===== src/rtl/div_pkg.sv =====
// Shared definitions for the sequential signed divider.
//   state_t        : controller states (IDLE, CALC, FIX)
//   DEFAULT_WIDTH  : default operand/result width
package div_pkg;

  localparam int unsigned DEFAULT_WIDTH = 4;

  typedef enum logic [1:0] {
    IDLE,
    CALC,
    FIX
  } state_t;

endpackage


===== src/rtl/div_step.sv =====
// One unsigned restoring division step (combinational).
//   rem_in  : partial remainder before this step (WIDTH+1 bits)
//   dvd_bit : next dividend bit shifted into the remainder
//   divisor : divisor magnitude (WIDTH+1 bits)
//   rem_out : partial remainder after this step
//   q_bit   : quotient bit produced by this step
module div_step #(
  parameter int unsigned WIDTH = 4
) (
  input  logic [WIDTH:0] rem_in,
  input  logic           dvd_bit,
  input  logic [WIDTH:0] divisor,
  output logic [WIDTH:0] rem_out,
  output logic           q_bit
);

  logic [WIDTH+1:0] trial;
  logic [WIDTH:0]   diff;

  always_comb begin
    trial   = {rem_in, dvd_bit};
    q_bit   = (trial >= {1'b0, divisor});
    diff    = trial[WIDTH:0] - divisor;
    rem_out = q_bit ? diff : trial[WIDTH:0];
  end

endmodule


===== src/rtl/seq_signed_divider.sv =====
// Sequential signed divider: truncating quotient, remainder takes the
// dividend's sign. Fixed latency of WIDTH+1 edges from start acceptance.
//   clk, rst     : clock, asynchronous active-high reset
//   start, A, B  : request and signed operands, sampled when busy=0
//   Q, R         : registered signed quotient and remainder
//   busy, done   : operation in flight / one-cycle result-valid pulse
//   div_by_zero  : completed operation had B=0
//   overflow     : completed operation was most-negative / -1
module seq_signed_divider
  import div_pkg::*;
#(
  parameter int unsigned WIDTH = DEFAULT_WIDTH
) (
  input  logic             clk,
  input  logic             rst,
  input  logic             start,
  input  logic [WIDTH-1:0] A,
  input  logic [WIDTH-1:0] B,
  output logic [WIDTH-1:0] Q,
  output logic [WIDTH-1:0] R,
  output logic             busy,
  output logic             done,
  output logic             div_by_zero,
  output logic             overflow
);

  localparam int unsigned CW = $clog2(WIDTH);

  state_t         state_q, state_d;
  logic [CW-1:0]  cnt_q;
  logic [WIDTH:0] mag_b;
  logic [WIDTH:0] dvd_q;   // dividend bits shift out the top, quotient bits fill the bottom
  logic [WIDTH:0] rem_q;
  logic           q_neg, r_neg, zero_q, ovf_q;

  logic [WIDTH-1:0] abs_a, abs_b;
  logic [WIDTH:0]   rem_nx;
  logic             q_bit;

  // Unsigned W-bit magnitude is lossless even for the most negative value.
  always_comb begin
    abs_a = A[WIDTH-1] ? (~A + 1'b1) : A;
    abs_b = B[WIDTH-1] ? (~B + 1'b1) : B;
  end

  div_step #(.WIDTH(WIDTH)) u_step (
    .rem_in  (rem_q),
    .dvd_bit (dvd_q[WIDTH]),
    .divisor (mag_b),
    .rem_out (rem_nx),
    .q_bit   (q_bit)
  );

  always_comb begin
    state_d = state_q;
    case (state_q)
      IDLE:    if (start) state_d = CALC;
      CALC:    if (cnt_q == CW'(WIDTH - 1)) state_d = FIX;
      FIX:     state_d = IDLE;
      default: state_d = IDLE;
    endcase
  end

  always_ff @(posedge clk or posedge rst) begin
    if (rst) begin
      state_q     <= IDLE;
      cnt_q       <= '0;
      mag_b       <= '0;
      dvd_q       <= '0;
      rem_q       <= '0;
      q_neg       <= 1'b0;
      r_neg       <= 1'b0;
      zero_q      <= 1'b0;
      ovf_q       <= 1'b0;
      Q           <= '0;
      R           <= '0;
      busy        <= 1'b0;
      done        <= 1'b0;
      div_by_zero <= 1'b0;
      overflow    <= 1'b0;
    end else begin
      state_q <= state_d;
      done    <= 1'b0;
      case (state_q)
        IDLE: begin
          if (start) begin
            mag_b  <= {1'b0, abs_b};
            dvd_q  <= {abs_a, 1'b0};
            rem_q  <= '0;
            cnt_q  <= '0;
            q_neg  <= A[WIDTH-1] ^ B[WIDTH-1];
            r_neg  <= A[WIDTH-1];
            zero_q <= (B == '0);
            ovf_q  <= (A == {1'b1, {(WIDTH-1){1'b0}}}) && (B == '1);
            busy   <= 1'b1;
          end
        end
        CALC: begin
          rem_q <= rem_nx;
          dvd_q <= {dvd_q[WIDTH-1:0], q_bit};
          cnt_q <= cnt_q + 1'b1;
        end
        FIX: begin
          // With B=0 the steps leave |A| in the remainder, so only Q needs forcing;
          // the overflow case wraps naturally to the most negative value.
          if (zero_q)
            Q <= '1;
          else
            Q <= q_neg ? -dvd_q[WIDTH-1:0] : dvd_q[WIDTH-1:0];
          R           <= r_neg ? -rem_q[WIDTH-1:0] : rem_q[WIDTH-1:0];
          div_by_zero <= zero_q;
          overflow    <= ovf_q;
          done        <= 1'b1;
          busy        <= 1'b0;
        end
        default: ;
      endcase
    end
  end

endmodule


===== config.mk =====
export PLATFORM = sky130hd
export DESIGN_NAME = seq_signed_divider
export DESIGN_NICKNAME = d
export VERILOG_FILES = /design/src/rtl/div_pkg.sv /design/src/rtl/div_step.sv /design/src/rtl/seq_signed_divider.sv
export SDC_FILE = /design/constraint.sdc
export NUM_CORES = 1
export LEC_CHECK = 0
export BUFFER_PORTS_ARGS = -buffer_cell sky130_fd_sc_hd__buf_2
export CAP_MARGIN = 20
export CORE_AREA = 2 2 87 89
export CTS_CLUSTER_DIAMETER = 100
export DETAILED_ROUTE_END_ITERATION = 12
export DIE_AREA = 0 0 89 91
export SLEW_MARGIN = 10
export SYNTH_ARGS = -nofsm -noshare
export SYNTH_HDL_FRONTEND = slang
export SYNTH_HIERARCHICAL = 1
export SYNTH_SLANG_ARGS = --single-unit

===== constraint.sdc =====
create_clock -name clk -period 2.65 [get_ports clk]
set_input_delay 0.1325 -clock clk [delete_from_list [all_inputs] [get_ports clk]]
set_output_delay 0.1325 -clock clk [all_outputs]
set_load 0.05 [all_outputs]

==> flow_metrics.tcl <==
set metrics [dict create \
    first_global_vias 1344 \
    p_leak_nw 1.05 \
    power_frac_comb_pct 53.1 \
    die_h_um 91 \
    place.port_buffers 22 \
    rsz0062_at_grt "false" \
    r2r_setup_slack_ns 0.47 \
    initial_utilization_pct 26.1 \
    busiest_layer "met2" \
    grt_overflow_total 0 \
    cts.sinks 34 \
    grt_max_degree 35 \
    syn_nets 209 \
    startpoint "dvd_q[4]" \
    antenna_found_initial 0 \
    relSlewSlack_pct 51.5 \
    synth_cell_types 41 \
    hold_path_depth 2 \
    drt_iter0_markers 66 \
    hp-class "primary input to flip-flop" \
    drv_cap 0 \
    synthArstFlopShare_pct 100 \
    required_ns 2.82 \
    grt_pass1_wl_mm 5.98 \
    path_depth 9 \
    die_w_um 89 \
    fmax_mhz 459 \
    wl_per_cell_um 11.2 \
    crit_path_end_kind "flip-flop" \
    synth_ff_type "dfrtp_1" \
    cpMostUsedCell "inv_1" \
    cts_buffers 5 \
    worst_pin_slew_ns 0.726 \
    grtUsageMet1_pct 13.5 \
    fin_cells 313 \
    seqPwrFrac_pct 33.0 \
    place_area_um2 2070 \
    start_kind "flip-flop" \
    crit_path_max_incr_delay_ns 0.41 \
    reg2reg_depth 9 \
    fin_area_um2 2180 \
    ys_seq_area_share_pct 45.7 \
    ios 23 \
    clk_latency_ns 0.28 \
    skew_ns 0.00660 \
    peakVddDrop_mv 0.301 \
    via_per_inst 4.34 \
    dp.cells 304 \
    p_total_mw 2.89 \
    cts_tree "done" \
    drc 0 \
    syn_area_um2 1860 \
    layout_min_cycle_time_ns 2.18 \
    setup_viol 0 \
    drive_above_1_share_pct 19.6 \
    dr_total_vias 1357 \
    hold_start "A[2]" \
    dr.pass1.iters 4 \
    fin_tns_setup_ns 0 \
    crit_family "adder cells" \
    ys_ff_latch 34 \
    hold_viol_final 0 \
    postCtsSetupBuffers 0 \
    fin_nets 236 \
    gp_congestion 0.849 \
    met2_usage_pct 13.8 \
    area_delta_synth_final_pct 17.0 \
    status "completed" \
    cp.arrival_ns 2.35 \
    crit_chain "inv_1 -> ha_1 -> inv_1 -> fa_1 -> a21oi_2 -> o21ai_2 -> nor2_4 -> mux2_4 -> a22o_1" \
    wirelength_mm 3.49 \
    netlist_instances 186 \
    finalCritPeriodShare_pct 82.1 \
    rr_startpoint "dvd_q[4]" \
    power.internal_mw 1.61 \
    worst-path-max-fanout 5 \
    netSwitchingFraction_pct 44.3 \
    dieArea_um2 8100 \
    core-area_um2 7140 \
    path_clk_slew_ns 0.07 \
    cp_slowest_cell "fa_1" \
    gr-usage-all-layers_pct 9.48 \
    synth_edf_count 0 \
    power_density_nw_per_um2 1330 \
    rows 31 \
    syn_avg_cell_area_um2 10.0 \
    clock_path_buffers 2 \
    root_buffer "clkbuf_8" \
    nFillCells 780 \
    grt_util_met3_pct 2.45 \
    yosysWarnings 6 \
    path_class "flip-flop to flip-flop" \
    htree_levels 2 \
    diodes 0 \
    hpwl_mm 2.66 \
    pwr-share-clk_pct 13.9 \
    p_sw_mw 1.28 \
    ant_nets 0 \
    cp_num_buf_inv 2 \
    finalMaxSlewViolations 0 \
]
[per-stage QoR]
step           worst slack, ns  utilization [%]  hold WS, ns
2_1_floorplan            0.611                -        0.223
3_3_place_gp             0.535             29.0        0.246
3_5_place_dp             0.490             29.0        0.258
4_1_cts                  0.481             30.5       0.0881
5_1_grt                  0.355             30.5       0.0861
6_report                 0.473             30.5       0.0906
[power groups by stage]
| stage | Combinational [mW] | Clock [mW] | Sequential (mW) |
|---|---|---|---|
| after detailed placement | 1.55 | 0 | 0.967 |
| after floorplan | 1.05 | 0 | 1.17 |
| final | 1.53 | 0.402 | 0.952 |
| after global placement | 1.52 | 0 | 0.958 |
| after CTS | 1.55 | 0.416 | 0.957 |
| after global routing | 1.71 | 0.435 | 0.992 |
[worst reg2reg max path, cell delays in order, from the launching register on]
cell     delay [ns]
dfrtp_1        0.39
inv_1          0.09
ha_1           0.16
inv_1          0.05
fa_1           0.41
a21oi_2        0.18
o21ai_2        0.09
nor2_4         0.18
mux2_4         0.32
a22o_1         0.20
[cell usage in the layout (no fill, tap or decap), types with 2 or more instances in the layout]
master,count
dfrtp_1,34
nand2_1,25
inv_1,23
buf_2,22
ha_1,11
nor2_1,9
o21ai_0,8
a21oi_1,7
a22o_1,7
xnor2_1,6
clkbuf_8,6
o21ai_1,5
nor2b_1,4
mux2i_1,4
o22ai_1,4
xor2_1,3
mux2_4,3
and2_1,2
a31oi_1,2
nand2b_1,2
o41ai_2,2
o31ai_1,2
[synthesized netlist by cell type (all sizes together), types with 3 or more instances]
master,n,area share (%)
a21oi,8,2.4
a22o,7,3.3
dfrtp,34,46
ha,11,7.4
inv,23,4.6
mux2,4,3.0
mux2i,4,2.2
nand2,26,5.4
nor2,10,2.4
nor2b,4,1.3
o21ai,15,4.8
o22ai,4,1.3
xnor2,6,2.8
xor2,3,1.4
[layout make-up]
| class | count | area [um^2] | share of cell area [%] |
|---|---|---|---|
| multi-input combinational | 125 | 893 | 41.0 |
| sequential | 34 | 851 | 39.1 |
| timing repair buffer | 24 | 128 | 5.86 |
| tap | 99 | 124 | 5.69 |
| inverter | 23 | 86.3 | 3.97 |
| clock buffer | 6 | 82.6 | 3.79 |
| clock inverter | 2 | 12.5 | 0.575 |
[routing by layer]
layer  routed length [um]  part of all wire, %
met1                 1730                   49
met2                 1560                   45
met3                  170                  4.9
met4                   38                  1.1
met5                    0                    0
[state kept, by name (all words and copies together) (netlist names), 2 cells and up]
name / cells
dvd_q: 5
state_q: 2
rem_q: 5
mag_b: 4
R: 4
cnt_q: 2
Q: 4
[final timing paths]
check                            to
min reg2reg                    busy
min                           ovf_q
max                        rem_q[3]
max reg2reg                rem_q[3]
max in group asynchronous  mag_b[1]
min in group asynchronous      done
[kinds of logic after synthesis]
family / count (synthesis) / share of synthesized area (%)
buf+inv: 27 / 6.25
other cells: 1 / 0.202
simple gates: 53 / 14.0
fa+ha+maj: 12 / 8.47
xor+xnor: 9 / 4.24
compound gates: 42 / 15.9
mux: 8 / 5.18
flops: 34 / 45.7
[timing repair]
| item | 4_1_cts | 5_1_grt |
|---|---|---|
| hold buffers | 1 | 0 |
| hold endpoints to repair | 34 | 0 |
| resized for setup | 0 | 0 |
(Power assumes the default switching activity.)
